<file path="config.mk">
export PLATFORM = sky130hd
export DESIGN_NAME = decode_cycle
export DESIGN_NICKNAME = d
export VERILOG_FILES = /design/src/rtl/riscv_pkg.sv /design/src/rtl/decode_cycle_register_file.sv /design/src/rtl/decode_cycle.sv
export SDC_FILE = /design/constraint.sdc
export NUM_CORES = 2
export LEC_CHECK = 0
export ABC_AREA = 0
export BUFFER_PORTS_ARGS = -buffer_cell sky130_fd_sc_hd__buf_4
export CAP_MARGIN = 40
export CORE_MARGIN = 1
export CORE_UTILIZATION = 55
export CTS_CLUSTER_DIAMETER = 50
export DETAILED_ROUTE_END_ITERATION = 10
export MAX_ROUTING_LAYER = met4
export PLACE_DENSITY = 0.7
export SLEW_MARGIN = 25
export SYNTH_ARGS = -nofsm -noshare
export SYNTH_HDL_FRONTEND = slang
export SYNTH_SLANG_ARGS = --single-unit
</file>
<file path="constraint.sdc">
create_clock -name clk -period 2.51 [get_ports clk]
set_input_delay 0.251 -clock clk [delete_from_list [all_inputs] [get_ports clk]]
set_output_delay 0.251 -clock clk [all_outputs]
set_load 0.01 [all_outputs]
</file>
<file path="src/rtl/riscv_pkg.sv">
// Shared RV32I decode constants: opcodes, control encodings and the ID/EX register layout.
package riscv_pkg;

  localparam logic [6:0] OpLoad   = 7'b0000011;
  localparam logic [6:0] OpStore  = 7'b0100011;
  localparam logic [6:0] OpRtype  = 7'b0110011;
  localparam logic [6:0] OpItype  = 7'b0010011;
  localparam logic [6:0] OpBranch = 7'b1100011;
  localparam logic [6:0] OpJal    = 7'b1101111;

  typedef enum logic [2:0] {
    AluAdd = 3'b000,
    AluSub = 3'b001,
    AluAnd = 3'b010,
    AluOr  = 3'b011,
    AluSlt = 3'b101
  } alu_ctrl_e;

  typedef enum logic [1:0] {
    ImmI = 2'b00,
    ImmS = 2'b01,
    ImmB = 2'b10,
    ImmJ = 2'b11
  } imm_src_e;

  typedef enum logic [1:0] {
    ResAlu = 2'b00,
    ResMem = 2'b01,
    ResPc4 = 2'b10
  } result_src_e;

  typedef enum logic [1:0] {
    AluOpAdd   = 2'b00,
    AluOpSub   = 2'b01,
    AluOpFunct = 2'b10
  } alu_op_e;

  typedef struct packed {
    logic        reg_write;
    imm_src_e    imm_src;
    logic        alu_src;
    logic        mem_write;
    result_src_e result_src;
    logic        branch;
    alu_op_e     alu_op;
    logic        jump;
  } ctrl_t;

  typedef struct packed {
    logic        reg_write;
    logic        mem_write;
    logic        jump;
    logic        branch;
    logic        alu_src;
    logic [1:0]  result_src;
    logic [2:0]  alu_control;
    logic [31:0] rd1;
    logic [31:0] rd2;
    logic [31:0] imm_ext;
    logic [4:0]  rs1;
    logic [4:0]  rs2;
    logic [4:0]  rd;
    logic [31:0] pc;
    logic [31:0] pc_plus4;
  } id_ex_t;

endpackage

</file>
<file path="src/rtl/decode_cycle_register_file.sv">
// Architectural register file: x0 reads as zero, two combinational read ports with
// write-through bypass so a same-cycle WB write is visible to the decoding instruction.
module decode_cycle_register_file #(
  parameter int unsigned XLEN     = 32,
  parameter int unsigned NUM_REGS = 32
) (
  input  logic            clk_i,
  input  logic            rst_i,
  input  logic            we_i,
  input  logic [4:0]      waddr_i,
  input  logic [XLEN-1:0] wdata_i,
  input  logic [4:0]      raddr1_i,
  input  logic [4:0]      raddr2_i,
  output logic [XLEN-1:0] rdata1_o,
  output logic [XLEN-1:0] rdata2_o
);

  // No storage for x0.
  logic [XLEN-1:0] regs_q [1:NUM_REGS-1];

  always_ff @(posedge clk_i) begin
    if (rst_i) begin
      for (int i = 1; i < NUM_REGS; i++) begin
        regs_q[i] <= '0;
      end
    end else if (we_i && (waddr_i != 5'd0)) begin
      regs_q[waddr_i] <= wdata_i;
    end
  end

  always_comb begin
    rdata1_o = '0;
    if (raddr1_i != 5'd0) begin
      if (we_i && (waddr_i == raddr1_i)) begin
        rdata1_o = wdata_i;
      end else begin
        rdata1_o = regs_q[raddr1_i];
      end
    end
  end

  always_comb begin
    rdata2_o = '0;
    if (raddr2_i != 5'd0) begin
      if (we_i && (waddr_i == raddr2_i)) begin
        rdata2_o = wdata_i;
      end else begin
        rdata2_o = regs_q[raddr2_i];
      end
    end
  end

endmodule

</file>
<file path="src/rtl/decode_cycle.sv">
// RV32I decode stage: control/ALU decode, immediate extension, register read and the
// ID/EX pipeline register. Hosts the register file written from WB.
module decode_cycle
  import riscv_pkg::*;
#(
  parameter int unsigned XLEN     = 32,
  parameter int unsigned NUM_REGS = 32
) (
  input  logic            clk,
  input  logic            rst,
  input  logic [XLEN-1:0] InstrD,
  input  logic [XLEN-1:0] PCD,
  input  logic [XLEN-1:0] PCPlus4D,
  input  logic            RegWriteW,
  input  logic [4:0]      RDW,
  input  logic [XLEN-1:0] ResultW,
  input  logic            FlushE,
  output logic [4:0]      Rs1D,
  output logic [4:0]      Rs2D,
  output logic            RegWriteE,
  output logic            MemWriteE,
  output logic            JumpE,
  output logic            BranchE,
  output logic            ALUSrcE,
  output logic [1:0]      ResultSrcE,
  output logic [2:0]      ALUControlE,
  output logic [XLEN-1:0] RD1E,
  output logic [XLEN-1:0] RD2E,
  output logic [XLEN-1:0] ImmExtE,
  output logic [4:0]      Rs1E,
  output logic [4:0]      Rs2E,
  output logic [4:0]      RdE,
  output logic [XLEN-1:0] PCE,
  output logic [XLEN-1:0] PCPlus4E
);

  logic [6:0]      opcode;
  logic [2:0]      funct3;
  logic [XLEN-1:0] rd1;
  logic [XLEN-1:0] rd2;
  ctrl_t           ctrl;
  alu_ctrl_e       alu_ctrl;
  logic [XLEN-1:0] imm_ext;
  id_ex_t          id_ex_d, id_ex_q;

  assign opcode = InstrD[6:0];
  assign funct3 = InstrD[14:12];
  assign Rs1D   = InstrD[19:15];
  assign Rs2D   = InstrD[24:20];

  decode_cycle_register_file #(
    .XLEN    (XLEN),
    .NUM_REGS(NUM_REGS)
  ) u_register_file (
    .clk_i   (clk),
    .rst_i   (rst),
    .we_i    (RegWriteW),
    .waddr_i (RDW),
    .wdata_i (ResultW),
    .raddr1_i(Rs1D),
    .raddr2_i(Rs2D),
    .rdata1_o(rd1),
    .rdata2_o(rd2)
  );

  // Unknown opcodes keep every control bit low, so they travel as bubbles.
  always_comb begin
    ctrl = '0;
    case (opcode)
      OpLoad: begin
        ctrl.reg_write  = 1'b1;
        ctrl.alu_src    = 1'b1;
        ctrl.result_src = ResMem;
      end
      OpStore: begin
        ctrl.imm_src   = ImmS;
        ctrl.alu_src   = 1'b1;
        ctrl.mem_write = 1'b1;
      end
      OpRtype: begin
        ctrl.reg_write = 1'b1;
        ctrl.alu_op    = AluOpFunct;
      end
      OpItype: begin
        ctrl.reg_write = 1'b1;
        ctrl.alu_src   = 1'b1;
        ctrl.alu_op    = AluOpFunct;
      end
      OpBranch: begin
        ctrl.imm_src = ImmB;
        ctrl.branch  = 1'b1;
        ctrl.alu_op  = AluOpSub;
      end
      OpJal: begin
        ctrl.reg_write  = 1'b1;
        ctrl.imm_src    = ImmJ;
        ctrl.result_src = ResPc4;
        ctrl.jump       = 1'b1;
      end
      default: ;
    endcase
  end

  always_comb begin
    alu_ctrl = AluAdd;
    case (ctrl.alu_op)
      AluOpSub: alu_ctrl = AluSub;
      AluOpFunct: begin
        case (funct3)
          // Only R-type with funct7[5] set subtracts; addi never does.
          3'b000:  alu_ctrl = (opcode[5] && InstrD[30]) ? AluSub : AluAdd;
          3'b010:  alu_ctrl = AluSlt;
          3'b110:  alu_ctrl = AluOr;
          3'b111:  alu_ctrl = AluAnd;
          default: alu_ctrl = AluAdd;
        endcase
      end
      default: alu_ctrl = AluAdd;
    endcase
  end

  always_comb begin
    imm_ext = '0;
    case (ctrl.imm_src)
      ImmI: imm_ext = {{20{InstrD[31]}}, InstrD[31:20]};
      ImmS: imm_ext = {{20{InstrD[31]}}, InstrD[31:25], InstrD[11:7]};
      ImmB: imm_ext = {{20{InstrD[31]}}, InstrD[7], InstrD[30:25], InstrD[11:8], 1'b0};
      ImmJ: imm_ext = {{12{InstrD[31]}}, InstrD[19:12], InstrD[20], InstrD[30:21], 1'b0};
      default: imm_ext = '0;
    endcase
  end

  always_comb begin
    id_ex_d             = '0;
    id_ex_d.reg_write   = ctrl.reg_write;
    id_ex_d.mem_write   = ctrl.mem_write;
    id_ex_d.jump        = ctrl.jump;
    id_ex_d.branch      = ctrl.branch;
    id_ex_d.alu_src     = ctrl.alu_src;
    id_ex_d.result_src  = ctrl.result_src;
    id_ex_d.alu_control = alu_ctrl;
    id_ex_d.rd1         = rd1;
    id_ex_d.rd2         = rd2;
    id_ex_d.imm_ext     = imm_ext;
    id_ex_d.rs1         = Rs1D;
    id_ex_d.rs2         = Rs2D;
    id_ex_d.rd          = InstrD[11:7];
    id_ex_d.pc          = PCD;
    id_ex_d.pc_plus4    = PCPlus4D;
  end

  always_ff @(posedge clk) begin
    if (rst || FlushE) begin
      id_ex_q <= '0;
    end else begin
      id_ex_q <= id_ex_d;
    end
  end

  assign RegWriteE   = id_ex_q.reg_write;
  assign MemWriteE   = id_ex_q.mem_write;
  assign JumpE       = id_ex_q.jump;
  assign BranchE     = id_ex_q.branch;
  assign ALUSrcE     = id_ex_q.alu_src;
  assign ResultSrcE  = id_ex_q.result_src;
  assign ALUControlE = id_ex_q.alu_control;
  assign RD1E        = id_ex_q.rd1;
  assign RD2E        = id_ex_q.rd2;
  assign ImmExtE     = id_ex_q.imm_ext;
  assign Rs1E        = id_ex_q.rs1;
  assign Rs2E        = id_ex_q.rs2;
  assign RdE         = id_ex_q.rd;
  assign PCE         = id_ex_q.pc;
  assign PCPlus4E    = id_ex_q.pc_plus4;

endmodule
</file>
==> results.sh <==
export IMPL_antenna_left=0
export IMPL_p_switching_mw=11.8
export IMPL_cts_buffers=140
export IMPL_grt_overflow=0
export IMPL_yosys_warnings=0
export IMPL_gp_congestion=0.935
export IMPL_drive_gt1_share_pct=28.3
export IMPL_finalHoldViolations=0
export IMPL_netlist_area_um2=59300
export IMPL_power_density_nw_per_um2=688
export IMPL_ys_top_cells_by_area="edfxtp_1 52%, mux4_2 15%, and2_1 11%"
export IMPL_peakVddDrop_mv=0.692
export IMPL_place_inst=5761
export IMPL_finalClockSkew_ps=22.6
export IMPL_io_buffers=331
export IMPL_post_route_period_util_pct=97.2
export IMPL_via_count=40832
export IMPL_report_power_total_mw=49.0
export IMPL_path_class="in2reg"
export IMPL_max_slew_margin_pct=51.6
export IMPL_p_int_mw=37.2
export IMPL_fin_nets=4761
export IMPL_final_common_cell="and2_1"
export IMPL_crit_fanout=26
export IMPL_endpoint_kind="register"
export IMPL_clkPwrFrac_pct=41.1
export IMPL_dr_pass1_iters=8
export IMPL_yosysSeqAreaShare_pct=57.7
export IMPL_nFillCells=7376
export IMPL_hp_class="in2reg"
export IMPL_required_ps=3180
export IMPL_cts_resized=0
export IMPL_synth_top_area_share_pct=51.9
export IMPL_power_leakage_nw=26.9
export IMPL_core_um2=107000
export IMPL_start_util_pct=55.4
export IMPL_yosysTopAreaCell="edfxtp_1"
export IMPL_ios=332
export IMPL_clk_pin_slew_ps=60
export IMPL_htree_levels=4
export IMPL_swShare_pct=24.1
export IMPL_grt_max_degree=51
export IMPL_ctsHoldBuffers=122
export IMPL_crit_top_cell="buf_4"
export IMPL_grt_setup_unrepaired="false"
export IMPL_root_buffer="clkbuf_16"
export IMPL_fin_crit_ps=2440
export IMPL_antenna_found_initial=3
export IMPL_cts_tree="built"
export IMPL_die_y_um=330
export IMPL_route_detailed_drc=0
export IMPL_postCtsSetupBuffers=0
export IMPL_ys_async_sr_fraction_pct=0
export IMPL_path_buf_inv=5
export IMPL_finalMaxSlewViolations=0
export IMPL_clock_sinks=1198
export IMPL_drv_cap=0
export IMPL_syn_instance_count=4111
export IMPL_cp_cell_sequence="dlygate4sd3_1 > buf_8 > buf_12 > buf_4 > mux2i_1 > a221oi_1 > a22oi_1 > buf_4 > a21oi_1 > a211o_1"
export IMPL_area_growth_pct=20.2
export IMPL_wl_per_cell_um=32.1
export IMPL_wl_um=197000
export IMPL_pwr_share_seq_pct=47.4
export IMPL_fin_cells=6131
export IMPL_gr_usage_all_layers_pct=37.0
export IMPL_syn_area_per_cell_um2=14.4
export IMPL_clock_latency_ps=750
export IMPL_crit_arrival_ps=3110
export IMPL_grt_pass1_wl_um=276000
export IMPL_path_delay_family="buffers and inverters"
export IMPL_slowest_stage="dlygate4sd3_1"
export IMPL_synth_edf_count=1024
export IMPL_status="complete, no violations"
export IMPL_finalSetupViolations=0
export IMPL_die_area_um2=109000
export IMPL_final_cell_mix="1074 x and2_1, 1024 x edfxtp_1, 584 x buf_4, 384 x mux4_2, 256 x mux2i_1"
export IMPL_worst_setup_path_start_kind="input pin"
export IMPL_max_freq_mhz=410
export IMPL_clk_path_buf_depth=3
export IMPL_combPwrFrac_pct=11.5
export IMPL_synth_seq_cells=1198
export IMPL_drt_vias_per_instance=6.66
export IMPL_fin_tns_setup_ps=0
export IMPL_critical_path_max_stage_delay_ps=560
export IMPL_rows=120
export IMPL_tightest_slew_ps=726
export IMPL_synth_distinct_cells=46
export IMPL_grt_pass1_vias=40088
export IMPL_die_x_um=330
export IMPL_hpwl_um=119000
export IMPL_synthFlopType="edfxtp_1"
export IMPL_drt_iter0_markers=5709
==> synth_stat cells, types with 2 or more instances <==
cell type,instances
and2_1,1076
edfxtp_1,1024
mux4_2,384
clkbuf_1,326
mux2i_1,256
a22oi_1,192
dfxtp_1,174
a21oi_1,132
a221oi_1,128
buf_2,72
a211o_1,64
o21bai_1,64
nor2_1,48
or2_2,33
buf_1,22
buf_4,21
xnor2_1,10
nand2_1,9
a21o_1,8
nand3_1,8
inv_1,7
nand3b_1,6
nor3_1,6
mux2_2,4
nor2b_1,4
nor4_1,4
nor3b_1,3
o31ai_1,3
clkinv_1,2
ha_1,2
nor4b_1,2
or3_1,2
or3b_2,2
==> cells by family (layout without fill, tap and decap cells) <==
group,Yosys count,count (layout),synth area share (%)
fa+ha+maj,2,2,0.0422
mux,644,644,19.0
compound gates,598,598,7.45
simple gates,1208,1208,12.5
other cells,1,35,0.00632
xor+xnor,10,10,0.148
buf+inv,450,1033,3.13
flops,1198,1198,57.7
==> power groups by stage <==
stage | clock network (mW) | registers [mW] | logic (mW)
6_report | 20.1 | 23.3 | 5.62
3_3_place_gp | 0 | 23.5 | 5.28
3_5_place_dp | 0 | 23.6 | 5.34
2_1_floorplan | 0 | 23.5 | 3.02
4_1_cts | 20.2 | 23.2 | 5.52
5_1_grt | 20.9 | 23.3 | 5.84
==> worst paths after layout <==
path	slack [ps]	startpoint	depth (start not counted)	endpoint
min	50	InstrD[22]	2	Rs2E[2]$_SDFF_PP0_
min reg2reg	880	u_register_file.regs_q[8][2]$_SDFFCE_PN0P_	4	RD2E[2]$_SDFF_PP0_
max reg2reg	510	u_register_file.regs_q[16][0]$_SDFFCE_PN0P_	6	RD2E[0]$_SDFF_PP0_
max	70	InstrD[20]	10	RD2E[0]$_SDFF_PP0_
==> per-stage QoR <==
stage	worst slack, ps	hold slack, ps	cell area, um2	util, %
after global placement	34.2	453	65500	61.2
after detailed placement	33.3	456	65500	61.2
after floorplan	367	337	59400	-
after CTS	203	1.01	71300	66.6
final	70.6	53.4	71300	66.6
after global routing	41.6	19.0	71300	66.6
==> worst register-to-register path, stage by stage (launching register included) <==
cell and delay (ps):
edfxtp_1 350, mux2i_1 70, a221oi_1 500, a22oi_1 120, buf_4 170, a21oi_1 520
a211o_1 210
==> state kept, by name, indices dropped and copies added, names as in the netlist, 2 cells and up <==
register,count
ALUControlE,3
ImmExtE,21
PCE,32
PCPlus4E,32
RD1E,32
RD2E,32
RdE,5
ResultSrcE,2
Rs1E,5
Rs2E,5
u_register_file.regs_q,1024
==> final cells by class <==
cell class,count,area [um2],area share [%]
diodes,3,7.51,0.0105
well taps,1403,1760,2.46
repair buffers,779,7050,9.90
flip-flops and latches,1198,34200,48.0
clock inverters,60,572,0.802
inverters,9,33.8,0.0474
clock buffers,185,3940,5.53
multi-input cells,2494,23700,33.2
==> per-layer routing <==
| layer | track usage, % | wire (um) |
|---|---|---|
| met1 | 47.3 | 71300 |
| met2 | 54.9 | 89600 |
| met3 | 11.2 | 26800 |
| met4 | 15.5 | 9040 |
| met5 | - | 0 |
Power figures use the tool's default switching activity.
